===== src/rtl/game_timer.sv =====
// rtl/game_timer.sv - elapsed game time in three BCD digits with run/pause/stop control
module game_timer #(
    parameter int CLK_FREQ = 25_000_000,
    parameter int PRESC_W  = $clog2(CLK_FREQ)
) (
    input  logic       vga_clk,
    input  logic       sys_rst,
    input  logic       game_start,
    input  logic       game_pause,
    input  logic       game_over,
    output logic [3:0] time_1s,
    output logic [3:0] time_10s,
    output logic [3:0] time_100s,
    output logic       tick_1s,
    output logic       timer_run,
    output logic       time_max
);

    // A CLK_FREQ of 1 would give a zero-width prescaler; keep at least one bit.
    localparam int            PW         = (PRESC_W < 1) ? 1 : PRESC_W;
    localparam logic [PW-1:0] PRESC_LAST = PW'(CLK_FREQ - 1);

    typedef enum logic [1:0] {
        IDLE    = 2'd0,
        RUN     = 2'd1,
        PAUSED  = 2'd2,
        STOPPED = 2'd3
    } state_t;

    state_t        state, state_n;
    logic [PW-1:0] presc, presc_n;
    logic [3:0]    d1_n, d10_n, d100_n;
    logic          tick_n, run_n, max_n;

    logic wrap, at_max, count_en, restart, sec_inc, saturate;

    assign wrap     = (presc == PRESC_LAST);
    assign at_max   = (time_1s == 4'd9) && (time_10s == 4'd9) && (time_100s == 4'd9);
    assign count_en = (state == RUN) && !game_over && !game_pause;
    assign restart  = ((state == IDLE) || (state == STOPPED)) && game_start && !game_over;
    assign sec_inc  = count_en && wrap && !at_max;
    assign saturate = count_en && wrap && at_max;

    always_ff @(posedge vga_clk) begin
        if (sys_rst) begin
            state <= IDLE;
        end else begin
            state <= state_n;
        end
    end

    always_comb begin
        state_n = state;
        case (state)
            IDLE: begin
                if (restart) state_n = RUN;
            end
            RUN: begin
                if (game_over)       state_n = STOPPED;
                else if (game_pause) state_n = PAUSED;
                else if (saturate)   state_n = STOPPED;
            end
            PAUSED: begin
                if (game_over)       state_n = STOPPED;
                else if (!game_pause) state_n = RUN;
            end
            STOPPED: begin
                if (restart) state_n = RUN;
            end
            default: state_n = IDLE;
        endcase
    end

    always_comb begin
        presc_n = presc;
        d1_n    = time_1s;
        d10_n   = time_10s;
        d100_n  = time_100s;
        tick_n  = sec_inc;
        run_n   = (state_n == RUN);
        max_n   = time_max;

        if (restart) begin
            presc_n = '0;
            d1_n    = 4'd0;
            d10_n   = 4'd0;
            d100_n  = 4'd0;
            max_n   = 1'b0;
        end else if (count_en) begin
            presc_n = wrap ? '0 : presc + 1'b1;
            if (saturate) begin
                max_n = 1'b1;
            end else if (sec_inc) begin
                // Ripple carry through the BCD digits; 999 never reaches here.
                if (time_1s == 4'd9) begin
                    d1_n = 4'd0;
                    if (time_10s == 4'd9) begin
                        d10_n  = 4'd0;
                        d100_n = time_100s + 4'd1;
                    end else begin
                        d10_n = time_10s + 4'd1;
                    end
                end else begin
                    d1_n = time_1s + 4'd1;
                end
            end
        end
    end

    always_ff @(posedge vga_clk) begin
        if (sys_rst) begin
            presc     <= '0;
            time_1s   <= 4'd0;
            time_10s  <= 4'd0;
            time_100s <= 4'd0;
            tick_1s   <= 1'b0;
            timer_run <= 1'b0;
            time_max  <= 1'b0;
        end else begin
            presc     <= presc_n;
            time_1s   <= d1_n;
            time_10s  <= d10_n;
            time_100s <= d100_n;
            tick_1s   <= tick_n;
            timer_run <= run_n;
            time_max  <= max_n;
        end
    end

endmodule


===== config.mk =====
export PLATFORM = sky130hd
export DESIGN_NAME = game_timer
export DESIGN_NICKNAME = d
export VERILOG_FILES = /design/src/rtl/game_timer.sv
export SDC_FILE = /design/constraint.sdc
export NUM_CORES = 1
export LEC_CHECK = 0
export BUFFER_PORTS_ARGS = -buffer_cell sky130_fd_sc_hd__buf_2
export CORE_MARGIN = 3
export CORE_UTILIZATION = 61
export DETAILED_ROUTE_END_ITERATION = 6
export GPL_TIMING_DRIVEN = 0
export HOLD_SLACK_MARGIN = 0.03
export PLACE_DENSITY = 0.87
export SYNTH_ARGS = -nofsm -noshare
export SYNTH_HDL_FRONTEND = slang
export SYNTH_SLANG_ARGS = --single-unit

===== constraint.sdc =====
create_clock -name vga_clk -period 4.74 [get_ports vga_clk]
set_input_delay 0.474 -clock vga_clk [delete_from_list [all_inputs] [get_ports vga_clk]]
set_output_delay 0.474 -clock vga_clk [all_outputs]
set_load 0.1 [all_outputs]

# Word level (Yosys, flattened, before mapping)
# Cells that the tools add are included.
[classes] add_sub_neg=4 n_eq_ne=8 n_mux=10 n_bitwise=1 reduce_logical=20
[ops] cell="adder 25 x 1 -> 25 bit (second input constant)" n=1
[ops] cell="equality test 25 bit (second input constant)" n=1
[ops] cell="two-way mux 25 bit" n=1
[ops] cell="adder 4 x 1 -> 4 bit (second input constant)" n=3
[ops] cell="equality test 4 bit (second input constant)" n=3
[ops] cell="two-way mux 2 bit" n=6
[ops] cell="logical AND 1 bit" n=9
[ops] cell="two-way mux 4 bit" n=2
[ops] cell="case mux 2 bit (3 select lines)" n=1
[ops] cell="AND reduction 5 bit" n=1
[ops] cell="equality test 2 x 1 -> 1 bit (second input constant)" n=2
[ops] cell="equality test 2 bit (second input constant)" n=2
[ops] cell="AND reduction 4 bit" n=1
[ops] cell="OR reduction 2 bit" n=2
[ops] cell="logical NOT 1 bit" n=3
[ops] cell="AND reduction 3 bit" n=1
[ops] cell="logical NOT 2 bit" n=1
[ops] cell="AND reduction 2 bit" n=1
[ops] cell="logical OR 1 bit" n=1
[ops] cell="NOT 1 bit" n=1
[totals] register_bits=42 input_bits=5 output_inout_bits=15 word_cells=51

# Longest topological paths before layout
[logic_depth] word_depth=10 ltp_mapped=8 depth_no_buf=7

# Worst setup path before layout
# Ideal clock, no wire load.
[synth_path] kind="register -> register" start="reg time_10s[3]" end="reg timer_run" setup_ps=115 arrival_ps=2468 required_time_ps=4625 path_slack_ps=2157 path_stages_with_launch=6 n_path_buf=0 period_less_slack_ps=2583 path_cell_list="dfxtp_1 > or3b_2 > nor4_2 > nor4b_1 > o41ai_1 > and2_1"
[synth_between] elab_chain_len=9
[synth_rtl] element="start, declared" line="12" source="output logic [3:0] time_10s,"
[synth_rtl] element="start signal, assigned" line="122" source="time_10s <= d10_n;"
[synth_rtl] element="equality test 4 bit" line="38" source="assign at_max = (time_1s == 4'd9) && (time_10s == 4'd9) && (time_100s == 4'd9);"
[synth_rtl] element="logical AND 1 bit (2 in series)" line="38"
[synth_rtl] element="logical AND 1 bit" line="42" source="assign saturate = count_en && wrap && at_max;"
[synth_rtl] element="two-way mux 2 bit" line="61" source="else if (saturate) state_n = STOPPED;"
[synth_rtl] element="two-way mux 2 bit" line="60" source="else if (game_pause) state_n = PAUSED;"
[synth_rtl] element="two-way mux 2 bit" line="59" source="if (game_over) state_n = STOPPED;"
[synth_rtl] element="case mux 2 bit (3 select lines)" line="54" source="case (state)"
[synth_rtl] element="equality test 2 x 1 -> 1 bit" line="80" source="run_n = (state_n == RUN);"
[synth_rtl] element="end signal, assigned" line="125" source="timer_run <= run_n;"
[synth_rtl] element="end, declared" line="15" source="output logic timer_run,"
# Every way passes these cells.
# A chain may end at the register's enable or synchronous reset.

# Worst setup path after layout
[layout_path] start="reg state[1]" end="reg presc[0]"
[layout_between] elab_chain_len=5 elab_cells_between_ends=9 cone_classes="eq/ne (2); reduce/logical (7)"
[layout_rtl] element="start, declared" line="30" source="state_t state, state_n;"
[layout_rtl] element="start signal, assigned" line="48" source="state <= state_n;"
[layout_rtl] element="equality test 2 bit / logical NOT 2 bit (equally long branches)" line="40" source="assign restart = ((state == IDLE) || (state == STOPPED)) && game_start && !game_over;"
[layout_rtl] element="logical OR 1 bit" line="40"
[layout_rtl] element="logical AND 1 bit (2 in series)" line="40"
[layout_rtl] element="OR reduction 2 bit (no line)"
[layout_rtl] element="end signal, assigned" line="120" source="presc <= presc_n;"
[layout_rtl] element="end, declared" line="31" source="logic [PW-1:0] presc, presc_n;"
# Parallel ways exist; a longest one is shown, timed or not.

==> flow_metrics.tcl <==
set metrics [dict create \
    status "finished clean" \
    rr_worst_depth 8 \
    vdd_drop_max_uv 184.8 \
    fmax_ghz 0.4334 \
    ant_nets 0 \
    clock-sinks 42 \
    cp-endpoint "presc[0]" \
    power_leakage_nw 0.7772 \
    cts_tree "yes" \
    viasPerCell 5.691 \
    synthArstFlopShare_pct 0 \
    ys_ff_latch 42 \
    syn-num-nets 256 \
    die_h_um 64.62 \
    r2r-end "presc[0]" \
    port_buffers 18 \
    place_congestion 0.8112 \
    rrSetupSlack_ns 2.43 \
    io_pins 20 \
    tns_ns 0 \
    endpoint_kind "flip-flop" \
    wl_per_cell_um 12.88 \
    syn_inst 245 \
    required_ns 4.96 \
    syn_area_per_cell_um2 8.554 \
    final-setup-viol-count 0 \
    critical-path-top-delay-family "simple AND/OR/NAND/NOR gates" \
    maxCapViolations 0 \
    start_kind "flip-flop" \
    grt_pass1_wl_um 6941 \
    crit_start "state[1]" \
    antenna_found_initial 0 \
    dieArea_mm2 0.004175 \
    yosysWarnings 0 \
    dieWidth_um 64.62 \
    period_share_pct 48.68 \
    muxShareOfSynthArea_pct 1.910 \
    fin_crit_ns 2.308 \
    powerDensity_mw_per_mm2 288.4 \
    wl_um 4045 \
    synth_area_leaders "dfxtp_1 (40%), xnor2_1 (7.9%), nor2_1 (7.2%)" \
    post-cts-setup-buffer-count 0 \
    synth_top_family_by_area "simple AND/OR/NAND/NOR gates" \
    drt-pass1-iter-count 4 \
    r2r_start "state[1]" \
    vias 1787 \
    drt_iter0_drc 83 \
    ctsRootBufferMaster "clkbuf_4" \
    synth_compound_area_share_pct 8.537 \
    diodes 0 \
    synthSimpleGateAreaFrac_pct 32.12 \
    max-slew-margin-rel_pct 52.19 \
    synth_edf_count 0 \
    crit_buf_inv 2 \
    cp.arrival_ns 2.52 \
    drc 0 \
    dp_hpwl_um 3029 \
    start_util_pct 66.47 \
    synthDistinctLibCells 47 \
    num_rows 20 \
    area_growth_pct 9.075 \
    cts_resized 0 \
    grtUsageTotal_pct 21.22 \
    grt_overflow 0 \
    ctsLongestPathBuffers 2 \
    drive_gt1_share_pct 12.59 \
    core_mm2 0.003153 \
    synth.largest_area_cell "dfxtp_1" \
    clk_pin_slew_ns 0.11 \
    drv_slew 0 \
    fillers 256 \
    critPathSlowestCell "or3_1" \
    finalHoldViolCount 0 \
    tightest_slew_ns 0.7112 \
    synth.yosys.seq_area_share_pct 40.12 \
    worst_skew_pair.late_latency_ns 0.34 \
    synth_xor_area_share_pct 10.45 \
    cp_num_cells 8 \
    yosys_most_used_dff "dfxtp_1" \
    netlist.area_leader.share_pct 40.12 \
    htree_num_levels 2 \
    nets 281 \
    total_power_mw 0.6593 \
    synth.cell_area_mm2 0.002096 \
    cts_buffers 5 \
    synth_adder_area_share_pct 3.582 \
    skew_ns 0.005653 \
    grt_setup_unrepaired "false" \
    grt_pass1_vias 1608 \
    grt_max_degree 12 \
    cp_max_fo 10 \
    ctsHoldBuffers 0 \
    path_cells "inv_1 > ha_1 > and4bb_4 > nand3_4 > or3_1 > nand2_1 > buf_1 > nor2_1" \
    max_stage_delay_ns 0.42 \
    crit_type "flip-flop to flip-flop" \
    hp-class "primary input to flip-flop" \
]
## cells in the mapped netlist, types with 2 or more instances
master and number:
nor4_2 2, nand3_1 9, ha_1 6, a21o_1 3, nor4b_1 2, and4_1 3
or3_1 2, nand4_1 9, clkbuf_1 2, nor2b_1 2, dfxtp_1 42, nor4_1 5
nor2_1 40, and3_1 3, inv_1 11, nand2_1 19, a21oi_1 13, xor2_1 6
nand3b_1 2, nand4b_1 2, mux2i_1 4, nor3_1 10, and2_1 3, o21ai_0 4
xnor2_1 19
## where the power goes
part	total, mW	switching, mW	internal, mW
Sequential	0.372	0.00885	0.364
Combinational	0.128	0.0871	0.0412
Clock	0.159	0.103	0.0560
Total	0.659	0.199	0.461
## registers in the layout, summed over array words and instances (netlist names)
| name | flops |
|---|---|
| presc | 25 |
| state | 2 |
| tick_1s | 1 |
| time_100s | 4 |
| time_10s | 4 |
| time_1s | 4 |
| time_max | 1 |
| timer_run | 1 |
## through the flow
step | worst slack [ns] | cell area [µm²] | instances | hold slack [ns] | utilization (%)
global placement | 2.384 | 2241 | 307 | 0.4673 | 71.07
floorplan | 2.157 | 2096 | 245 | 0.4722 | -
global route | 2.237 | 2286 | 314 | 0.3335 | 72.50
finish | 2.432 | 2286 | 314 | 0.3531 | 72.50
detailed placement | 2.355 | 2241 | 307 | 0.4825 | 71.07
CTS | 2.433 | 2286 | 314 | 0.3389 | 72.50
## routing by layer
metal / wire [µm] / vias to the layer above / track usage, %
li1: - / 918 / -
met1: 1927 / 817 / 26.41
met2: 1880 / 46 / 34.79
met3: 203 / 6 / 6.412
met4: 34 / 0 / 7.388
met5: 0 / - / 0
## cells in the final DEF (no fill, tap or decap), types with 3 or more instances in the layout
cell,instances
a21o_1,3
clkbuf_4,5
xor2_1,6
and2_1,3
buf_2,19
nor2_1,40
nand4_1,9
nor4_1,5
ha_1,6
o21ai_0,4
nor3_1,10
xnor2_1,19
inv_1,11
nand2_1,19
dfxtp_1,42
mux2i_1,4
and4_1,3
nand3_1,9
and3_1,3
clkbuf_1,4
a21oi_1,13
## how the worst min path moves through the flow
stage                   from       end  depth (start not counted)
detailed placement  time_max  time_max                          2
floorplan           presc[5]  presc[5]                          2
global route         sys_rst  state[1]                          2
finish               sys_rst  state[1]                          2
CTS                  sys_rst  state[1]                          2
global placement    time_max  time_max                          2
## logic make-up after synthesis
kind of cell	after synthesis
buf+inv	16
fa+ha+maj	6
xor+xnor	25
compound gates	29
simple gates	123
flops	42
mux	4
## final cells by class
class | count | area (µm²) | share of cell area (%)
tap | 44 | 55.05 | 2.408
inverter | 11 | 41.29 | 1.806
sequential | 42 | 840.8 | 36.78
multi-input combinational | 187 | 1186 | 51.89
timing repair buffer | 18 | 90.09 | 3.941
clock buffer | 7 | 45.04 | 1.970
buffer | 5 | 27.53 | 1.204
## worst reg2reg max path, stage by stage (launching register included)
cell	delay (ns)
dfxtp_1	0.35
inv_1	0.10
ha_1	0.17
and4bb_4	0.30
nand3_4	0.15
or3_1	0.42
nand2_1	0.19
buf_1	0.40
nor2_1	0.10
Power figures use the tool's default switching activity.
